`src/rtl/sec_a2b_goubin.sv`:
```
// First-order arithmetic-to-Boolean mask conversion (Goubin).
// Converts shares (A, r) with x = A + r mod 2^K into (x', r) with x = x' ^ r,
// one carry-propagation iteration per enabled cycle, never forming x itself.
module sec_a2b_goubin #(
   parameter int unsigned K_WIDTH  = 32,
   parameter int unsigned N_SHARES = 2
) (
   input  logic                   clk,
   input  logic                   rst_n,
   input  logic                   dvld,
   input  logic                   ena,
   input  logic [K_WIDTH-1:0]     rnd,
   input  logic [2*K_WIDTH-1:0]   i_a,
   output logic [2*K_WIDTH-1:0]   o_b,
   output logic                   ovld,
   output logic                   busy
);

   localparam int unsigned KW = K_WIDTH;
   localparam int unsigned CW = (K_WIDTH > 1) ? $clog2(K_WIDTH) : 1;

   // Only the first-order (two-share) scheme is implemented
   if (N_SHARES != 2) begin : g_bad_shares
      $error("sec_a2b_goubin: N_SHARES must be 2");
   end

   typedef enum logic [1:0] {
      IDLE = 2'd0,
      INIT = 2'd1,
      LOOP = 2'd2,
      FIN  = 2'd3
   } state_t;

   state_t              state_q, state_d;
   logic [CW-1:0]       cnt_q, cnt_d;
   logic [KW-1:0]       a_q, a_d;
   logic [KW-1:0]       r_q, r_d;
   logic [KW-1:0]       gamma_q, gamma_d;
   logic [KW-1:0]       t_q, t_d;
   logic [KW-1:0]       xp_q, xp_d;
   logic [KW-1:0]       omega_q, omega_d;
   logic [2*KW-1:0]     ob_d;
   logic                ovld_d;
   logic                busy_d;

   // Masked intermediates of the setup sequence and one loop iteration
   logic [KW-1:0]       t_init;
   logic [KW-1:0]       xp_init;
   logic [KW-1:0]       om_init;
   logic [KW-1:0]       g_mix;
   logic [KW-1:0]       g_init;
   logic [KW-1:0]       g_loop;

   // State register and datapath registers
   always_ff @(posedge clk) begin
      if (!rst_n) begin
         state_q <= IDLE;
         cnt_q   <= '0;
         a_q     <= '0;
         r_q     <= '0;
         gamma_q <= '0;
         t_q     <= '0;
         xp_q    <= '0;
         omega_q <= '0;
         o_b     <= '0;
         ovld    <= 1'b0;
         busy    <= 1'b0;
      end else begin
         state_q <= state_d;
         cnt_q   <= cnt_d;
         a_q     <= a_d;
         r_q     <= r_d;
         gamma_q <= gamma_d;
         t_q     <= t_d;
         xp_q    <= xp_d;
         omega_q <= omega_d;
         o_b     <= ob_d;
         ovld    <= ovld_d;
         busy    <= busy_d;
      end
   end

   // Next-state, datapath and output decode; ena low holds everything
   always_comb begin
      state_d = state_q;
      cnt_d   = cnt_q;
      a_d     = a_q;
      r_d     = r_q;
      gamma_d = gamma_q;
      t_d     = t_q;
      xp_d    = xp_q;
      omega_d = omega_q;
      ob_d    = o_b;
      ovld_d  = 1'b0;

      // Setup sequence collapsed into one update; every term stays masked by gamma or r
      t_init  = KW'(gamma_q << 1);
      xp_init = gamma_q ^ r_q;
      om_init = gamma_q & xp_init;
      xp_init = t_init ^ a_q;
      g_mix   = (gamma_q ^ xp_init) & r_q;
      om_init = om_init ^ g_mix;
      g_init  = t_init & a_q;
      om_init = om_init ^ g_init;

      // One carry-propagation step
      g_loop  = (t_q & r_q) ^ omega_q ^ (t_q & a_q);

      if (ena) begin
         case (state_q)
            IDLE: begin
               if (dvld) begin
                  a_d     = i_a[0 +: KW];
                  r_d     = i_a[KW +: KW];
                  gamma_d = rnd;
                  state_d = INIT;
               end
            end
            INIT: begin
               t_d     = t_init;
               xp_d    = xp_init;
               omega_d = om_init;
               gamma_d = g_init;
               cnt_d   = CW'(1);
               state_d = LOOP;
            end
            LOOP: begin
               gamma_d = g_loop;
               t_d     = KW'(g_loop << 1);
               cnt_d   = cnt_q + CW'(1);
               if (cnt_q == CW'(KW - 1)) begin
                  state_d = FIN;
               end
            end
            FIN: begin
               ob_d    = {r_q, xp_q ^ t_q};
               ovld_d  = 1'b1;
               state_d = IDLE;
            end
            default: begin
               state_d = IDLE;
            end
         endcase
      end

      busy_d = (state_d != IDLE);
   end

endmodule

```
`config.mk`:
```
export PLATFORM = sky130hd
export DESIGN_NAME = sec_a2b_goubin
export DESIGN_NICKNAME = d
export VERILOG_FILES = /design/src/rtl/sec_a2b_goubin.sv
export SDC_FILE = /design/constraint.sdc
export NUM_CORES = 1
export LEC_CHECK = 0
export ABC_AREA = 1
export CORE_MARGIN = 5
export CORE_UTILIZATION = 28
export CTS_BUF_LIST = sky130_fd_sc_hd__clkbuf_8
export CTS_CLUSTER_DIAMETER = 80
export DETAILED_ROUTE_END_ITERATION = 16
export SLEW_MARGIN = 30
export SYNTH_ARGS = -nofsm -noshare
export SYNTH_HDL_FRONTEND = slang
export SYNTH_SLANG_ARGS = --single-unit
```
`constraint.sdc`:
```
create_clock -name clk -period 1.5 [get_ports clk]
set_input_delay 0.225 -clock clk [delete_from_list [all_inputs] [get_ports clk]]
set_output_delay 0.225 -clock clk [all_outputs]
set_load 0.05 [all_outputs]
```
# == Yosys cells after proc, flatten, opt, wreduce, memory -nomap -nowiden ==
# Cells that the tools add are included.
# classes
multipliers,0
n_bitwise,13
n_reduce_logical,10
add_sub_neg,1
n_shift,0
magnitude_cmp,0
n_eq_ne,5
n_mux,9
n_div,0
# ops
op,count
XOR 32 bit,8
AND 32 bit,5
one-hot mux 32 bit (3 select lines),1
one-hot mux 32 bit (2 select lines),1
2-to-1 mux 32 bit,1
one-hot mux 5 bit (2 select lines),1
one-hot mux 2 bit (4 select lines),1
AND reduction 2 bit,4
2-to-1 mux 2 bit,3
AND reduction 3 bit,2
adder 5 x 1 -> 5 bit (second input constant),1
equality test 5 bit (second input constant),1
equality test 2 bit (second input constant),2
nonzero test 2 bit,2
nonzero test 3 bit,1
equality test 2 x 1 -> 1 bit (second input constant),1
logical NOT 2 bit,1
!= test 2 bit (second input constant),1
2-to-1 mux 1 bit,1
# totals
input_bits,100
output_inout_bits,66
latch_bits,0
ramBits,0
regBits,265
rom_bits,0
elab_cells,49
memories,0

# == Depth between registers and ports, before layout ==
# Gate-level depths: netlist of run 1.
# depth
word_depth,5
ltp_mapped,9
ltp_nobuf,9

# == Worst setup path after synthesis of run 1 ==
# No wires, ideal clock.
# synth_timing
path_type,register to register
startpoint,reg state_q[0]
endpoint,reg gamma_q[0]
required_ps,1384
t_arrival_ps,1383
n_path_buf,1
path_stages_with_launch,8
setup_slack_ps,1
period_less_slack_ps,1499
setup_ps,116
cell_sequence,dfxtp_1 inv_1 ha_1 inv_2 a21oi_4 buf_6 nand3_1 o211a_1
# synth_between
elab_chain_cells,3
elab_cells_between_ends,7
classes_between,3 x eq/ne; 1 x mux; 3 x reduce/logical
# synth_rtl
element,line,text
from (decl),34,"state_t state_q, state_d;"
from (signal assigned),69,state_q <= state_d;
"equality test 2 bit, or another cell as far along",110,case (state_q)
nonzero test 3 bit (no line) / != test 2 bit (equally long branches),--,
AND reduction 3 bit (no line),--,
to (signal assigned),73,gamma_q <= gamma_d;
to (decl),38,"logic [KW-1:0] gamma_q, gamma_d;"
# Several ways; a longest one is shown, not always the timed one.
# A chain may end at the register's enable or synchronous reset.

# == Worst setup path after layout of run 1 ==
# layout_timing
startpoint,reg state_q[1]
endpoint,reg gamma_q[0]
# The elaborated chain is that of the path after synthesis.

==> results of run 1 <==
==> flip-flops by register name, summed over array words and instances (netlist names) <==
| register | cells |
|---|---|
| state_q | 2 |
| busy | 1 |
| a_q | 32 |
| omega_q | 31 |
| cnt_q | 5 |
| t_q | 31 |
| gamma_q | 31 |
| ovld | 1 |
| r_q | 32 |
| o_b | 64 |
| xp_q | 32 |
==> per-stage QoR <==
stage | cells | TNS (ns) | hold WS (ns) | setup WS, ns
after floorplan | 1741 | 0 | 0.4160 | 0.0005693
after global placement | 2466 | -26.97 | 0.4362 | -0.3463
after detailed placement | 2466 | -33.77 | 0.4498 | -0.3320
after CTS | 2564 | -0.1637 | 0.1990 | -0.04018
after global routing | 2579 | -2.921 | 0.2296 | -0.1555
final | 2579 | -0.5964 | 0.2574 | -0.06978
==> report_power, final <==
group / switching, mW / internal [mW]
registers: 0.469 / 7.41
clock network: 3.12 / 4.38
logic: 1.95 / 1.77
total: 5.54 / 13.6
==> layer usage <==
layer	vias up	global-route usage	wire, um
met4	2	0.04573	932
met1	5615	0.2049	18940
met3	71	0.03892	2727
met2	362	0.2465	18450
met5	-	0	12
li1	6065	-	-
==> kinds of logic after synthesis <==
| group | after synthesis | synth area share |
|---|---|---|
| and+or+nand+nor | 634 | 0.2037 |
| AOI/OAI and AO/OA | 450 | 0.1876 |
| buffers and inverters | 265 | 0.08830 |
| DFF | 262 | 0.4187 |
| xor gates and xnor gates | 94 | 0.06573 |
| adders and majority gates | 36 | 0.03596 |
==> worst max path at each step <==
stage	to	slack, ns	depth (start not counted)
6_report	gamma_q[0]	-0.07	9
5_1_grt	gamma_q[20]	-0.16	9
4_1_cts	gamma_q[0]	-0.04	9
3_5_place_dp	a_q[11]	-0.33	5
3_3_place_gp	a_q[11]	-0.35	5
2_1_floorplan	gamma_q[0]	0.0006	7
==> synth_stat cells (all sizes together) <==
master,n
a21oi,221
a31oi,2
buf,54
clkbuf,44
clkinv,1
dfxtp,262
ha,36
inv,166
nand2,460
nand3,68
nand4,1
nor2,72
nor3,3
o211a,1
o211ai,30
o21ai,196
or2,30
xnor2,92
xor2,2
==> critical path, stage by stage, from the launching register on <==
cell and delay [ns]:
sky130_fd_sc_hd__dfxtp_2 0.33, sky130_fd_sc_hd__inv_2 0.05, sky130_fd_sc_hd__ha_4 0.30, sky130_fd_sc_hd__inv_4 0.05
sky130_fd_sc_hd__a21oi_4 0.16, sky130_fd_sc_hd__buf_12 0.13, sky130_fd_sc_hd__buf_12 0.11, sky130_fd_sc_hd__buf_12 0.14
sky130_fd_sc_hd__nand3_2 0.06, sky130_fd_sc_hd__o211a_1 0.11
==> repair_timing <==
item | in CTS | in global routing
hold endpoints to repair | 13 | 0
gates cloned | 4 | 12
resized for setup | 29 | 80
pin swaps | 3 | 12
setup buffers | 9 | 5
endpoints found under the setup margin | 65 | 123
hold buffers | 1 | 0
==> cell type report <==
class / count / area (sq um)
Fill cell: 4498 / 27070
Clock buffer: 55 / 757.0
Inverter: 167 / 661.9
Tap cell: 592 / 740.7
Timing Repair inverter: 1 / 8.758
Timing Repair Buffer: 259 / 3030
Sequential cell: 262 / 5254
Multi-Input combinational cell: 1214 / 6417
Clock inverter: 29 / 284.0
==> flow_summary.json, run 1 <==
{
  "largest_net_degree_at_the_start_of_global_routing": 39,
  "ant_nets": 0,
  "clock_sink_count": 262,
  "dr_wl_cell_um": 15.92,
  "violations": "setup timing",
  "drt-vias-per-instance": 4.698,
  "detail_route.first_pass.iterations": 5,
  "detailed_place.area_sq_mm": 0.01527,
  "timing_max_transition_violations_final": 0,
  "crit-reg2reg-launch": "state_q[1]",
  "timing.critical_path.from": "state_q[1]",
  "timing.clock.skew_ns": 0.01482,
  "final_core_util": 0.3879,
  "holdPathEnd": "r_q[31]",
  "fp.coreArea_sq_mm": 0.04422,
  "timing.critical_path.to_type": "flop",
  "critPathMaxFanout": 5,
  "grt_overflow": 0,
  "finalWorstPathRequiredPeriod_ns": 1.570,
  "vdd.ir_drop.worst_mv": 0.6084,
  "num-nets-final": 2088,
  "timing.final.hold_violations": 0,
  "die-width_um": 221.5,
  "worst-slew-pin-transition_ns": 0.3834,
  "detail_route.iter0.violations": 746,
  "cellLeakagePower_nw": 7.359,
  "drt-total-wl_um": 41060,
  "die_area_sq_mm": 0.04906,
  "holdPathStages": 3,
  "first_global_vias": 11590,
  "cts_max_level": 2,
  "clkLatencyLatePin_ns": 0.59,
  "synth_area_sq_mm": 0.01253,
  "core.rowCount": 77,
  "path_class": "reg -> reg",
  "final_common_cell": "sky130_fd_sc_hd__nand2_1",
  "gp_routability_congestion": 0.8338,
  "worst_hold_path_type": "in -> reg",
  "cts_root_buf": "sky130_fd_sc_hd__clkbuf_8",
  "gate_count_post_synth": 1741,
  "power.total_mw": 19.09,
  "die_height_um": 221.5,
  "insertedDiodeCount": 0,
  "post-synth-top-area-cell": "sky130_fd_sc_hd__dfxtp_1",
  "ys_ff_latch": 262,
  "design.portCount": 166,
  "gr-usage-all-layers": 0.1536,
  "post_synth.cell_area_avg_sq_um": 7.195,
  "initial_utilization": 0.2833,
  "net_count_after_synthesis": 1877,
  "max-slew-margin-rel": 0.7440,
  "area.growth.synth_to_final_pct": 36.95,
  "cellPowerDensity_mw_per_mm2": 1113,
  "cts.path.max_buffers": 3,
  "grt_pass1_wl_um": 62210,
  "synth_top_area_cells": "sky130_fd_sc_hd__dfxtp_1 (42%), sky130_fd_sc_hd__nand2_1 (14%), sky130_fd_sc_hd__a21oi_1 (8.8%)",
  "postLayoutCellArea_sq_mm": 0.01715,
  "arrival_ns": 2.05,
  "final_layout_size_suffix_gt1_frac": 0.1631,
  "portBuffers": 164,
  "reg2reg_to": "gamma_q[0]",
  "setup.worst_path.start_class": "flop",
  "setup_ws_ns": -0.06978,
  "yosysTopAreaCellShare": 0.4187,
  "timing.fmax_ghz": 0.6370,
  "reg2reg_slack_ns": -0.07,
  "route.detailed.drc": 0,
  "status": "complete, but fails checks",
  "grt_antenna_before_repair": 2,
  "yosys_warnings": 0,
  "synth.yosys.seq_area_share": 0.4187,
  "clock_input_transition_at_the_sequential_cells_of_the_worst_setup_and_hold_paths_ns": 0.06,
  "cts_buf_count": 47,
  "post_synthesis_cell_type_count": 27,
  "mostFrequentLayoutCells": "sky130_fd_sc_hd__nand2_1 (449), sky130_fd_sc_hd__dfxtp_1 (255), sky130_fd_sc_hd__a21oi_1 (206), sky130_fd_sc_hd__inv_1 (172), sky130_fd_sc_hd__o21ai_0 (152)",
  "depth_of_the_worst_register_to_register_path": 9,
  "route.vias.total": 12120,
  "min_period_over_period": 1.047,
  "dp.final_hpwl_um": 26770,
  "grt_setup_unrepaired": "true",
  "setup_violations": 19,
  "cts_tree": "yes",
  "number_of_max_cap_violations": 0,
  "cp_data_required_time_ns": 1.98,
  "hold_path.startpoint": "i_a[63]"
}
No activity file was read; power rests on OpenSTA's default activity.
==> inputs of run 2 (changes only) <==
Settings changed: CORE_MARGIN 5 to 3.
==> run 2 against run 1 <==
  * The run now ends clean
  * Count of clock-buffer cells in the layout up 3
  * Sequential share of layout area up 0.44 points
  * Clock skew up 0.013 ns
  * Largest cell class unchanged
==> flow_summary.json, run 2 (synthesis results as in run 1) <==
{
  "status": "finished clean",
  "place.detailed.instances": 2452,
  "gr-usage-met3": 0.03191,
  "timing.final.hold_violations": 0,
  "portBuffers": 164,
  "detail_route.first_pass.iterations": 7,
  "final_core_util": 0.3870,
  "min_period_over_period": 0.9990,
  "cellLeakagePower_nw": 7.234,
  "mostFrequentLayoutCells": "sky130_fd_sc_hd__nand2_1 (457), sky130_fd_sc_hd__dfxtp_1 (259), sky130_fd_sc_hd__a21oi_1 (214), sky130_fd_sc_hd__inv_1 (167), sky130_fd_sc_hd__o21ai_0 (139)",
  "clock_sink_count": 262,
  "route.detailed.drc": 0,
  "cts_buf_count": 47,
  "ant_nets": 0,
  "p_clk_frac": 0.399,
  "vdd.ir_drop.worst_mv": 0.5259,
  "clock_input_transition_at_the_sequential_cells_of_the_worst_setup_and_hold_paths_ns": 0.06,
  "num-nets-final": 2066,
  "fp.coreArea_sq_mm": 0.04365,
  "worst-slew-pin-transition_ns": 0.3410,
  "cts_root_buf": "sky130_fd_sc_hd__clkbuf_8",
  "switching_power_as_a_share_of_total_power": 0.2887,
  "global_route.peak_usage_layer": "met2",
  "dp_worst_setup_slack_ns": -0.3810,
  "largest_reg_flops": 64,
  "global_route_met1_usage": 0.2042,
  "number_of_max_cap_violations": 0,
  "combinationalPowerShare": 0.185,
  "timing.critical_path.to_type": "flop",
  "grt_overflow": 0,
  "path_class": "reg -> reg",
  "finalWorstPathRequiredPeriod_ns": 1.498,
  "timing.fmax_ghz": 0.6674,
  "ordered_cell_list_for_the_critical_path": "inv_2 > ha_4 > inv_6 > a21oi_4 > buf_4 > bufbuf_16 > a21oi_1",
  "die_area_sq_mm": 0.04731,
  "dr_wl_cell_um": 15.18,
  "final_common_cell": "sky130_fd_sc_hd__nand2_1",
  "core.rowCount": 76,
  "gp_routability_congestion": 0.7886,
  "final_layout_size_suffix_gt1_frac": 0.1490,
  "power.sequential.fraction": 0.417,
  "timing.clock.skew_ns": 0.02826,
  "setup_ws_ns": 0.001546,
  "design.portCount": 166,
  "arrival_ns": 1.97,
  "dp.final_hpwl_um": 25700,
  "cts_max_level": 2,
  "whs_ns": 0.2577,
  "cts_tree": "yes",
  "area.growth.synth_to_final_pct": 34.86,
  "die_height_um": 217.5,
  "first_global_vias": 11550,
  "detail_route.iter0.violations": 761,
  "grt_antenna_before_repair": 1,
  "cp_data_required_time_ns": 1.97,
  "setup_violations": 0,
  "grt_setup_unrepaired": "true",
  "gr-usage-all-layers": 0.1561,
  "max-slew-margin-rel": 0.7710,
  "cellPowerDensity_mw_per_mm2": 1117,
  "largest_net_degree_at_the_start_of_global_routing": 67,
  "grt_pass1_wl_um": 59740,
  "drt-vias-per-instance": 4.658,
  "setup.worst_path.start_class": "flop",
  "power.internal_mw": 13.43,
  "globalRouteMet2Util": 0.2584,
  "top_register": "o_b",
  "die-width_um": 217.5,
  "timing_max_transition_violations_final": 0,
  "cpMaxStageDelayCell": "sky130_fd_sc_hd__dfxtp_2",
  "initial_utilization": 0.2870,
  "critical_path.max_stage_delay_ns": 0.34,
  "route.vias.total": 11890,
  "net-switching-power_mw": 5.449,
  "worst_hold_path_type": "in -> reg",
  "finish.cell_count_without_fillers": 2553,
  "drt-total-wl_um": 38760,
  "critPathMaxFanout": 9,
  "clkLatencyLatePin_ns": 0.60,
  "cts.path.max_buffers": 3
}
run 2: path summary, 6_finish.rpt:
kind | depth (start not counted) | slack [ns] | start | to
setup / recovery | 7 | 0.002 | state_q[1] | gamma_q[5]
hold reg to reg | 2 | 0.46 | r_q[31] | r_q[31]
hold / removal | 3 | 0.26 | i_a[55] | r_q[23]
setup reg to reg | 7 | 0.002 | state_q[1] | gamma_q[5]
run 2: layout make-up:
type,instances,area [sq um]
clock buffers,58,798.3
flip-flops and latches,262,5249
multi-input cells,1214,6356
well taps,585,732.0
clock inverters,28,260.3
repair buffers,238,2845
fillers,4452,26750
inverters,167,649.4
diodes,1,2.502
run 2: layer usage:
| layer | vias to the layer above | share of wire |
|---|---|---|
| li1 | 6042 | - |
| met1 | 5478 | 0.46 |
| met2 | 312 | 0.46 |
| met3 | 60 | 0.063 |
| met4 | 0 | 0.021 |
| met5 | - | 0 |
run 2: worst max-delay path, delay by kind of cell, from the launching register on:
family,cells,cell delay [ns]
buffers and inverters,4,0.52
flip-flops,1,0.34
adder cells (fa/ha/maj),1,0.31
AO/OA/AOI/OAI,2,0.23
run 2: metrics by stage:
step | total power, mW | TNS (ns) | instance area (sq um)
finish | 18.87 | 0 | 16890
global route | 19.85 | -1.517 | 16890
CTS | 18.93 | 0 | 16580
detailed placement | 11.13 | -28.38 | 15330
global placement | 11.06 | -24.46 | 15330
floorplan | 9.902 | 0 | 12530
run 2: what timing repair did:
item                                    4_1_cts  5_1_grt
buffers inserted                              9        1
cloned                                        2        5
hold endpoints to repair                     25        0
pin swaps                                     3        2
resized for setup                            21       81
endpoints found under the setup margin       73      128
hold buffers                                  1        0
run 2: power by group through the flow:
stage | sequential, mW | clock, mW | combinational (mW)
finish | 7.86 | 7.53 | 3.48
global route | 7.93 | 8.05 | 3.87
CTS | 7.85 | 7.77 | 3.32
detailed placement | 8.00 | 0 | 3.13
global placement | 7.98 | 0 | 3.08
floorplan | 7.96 | 0 | 1.95
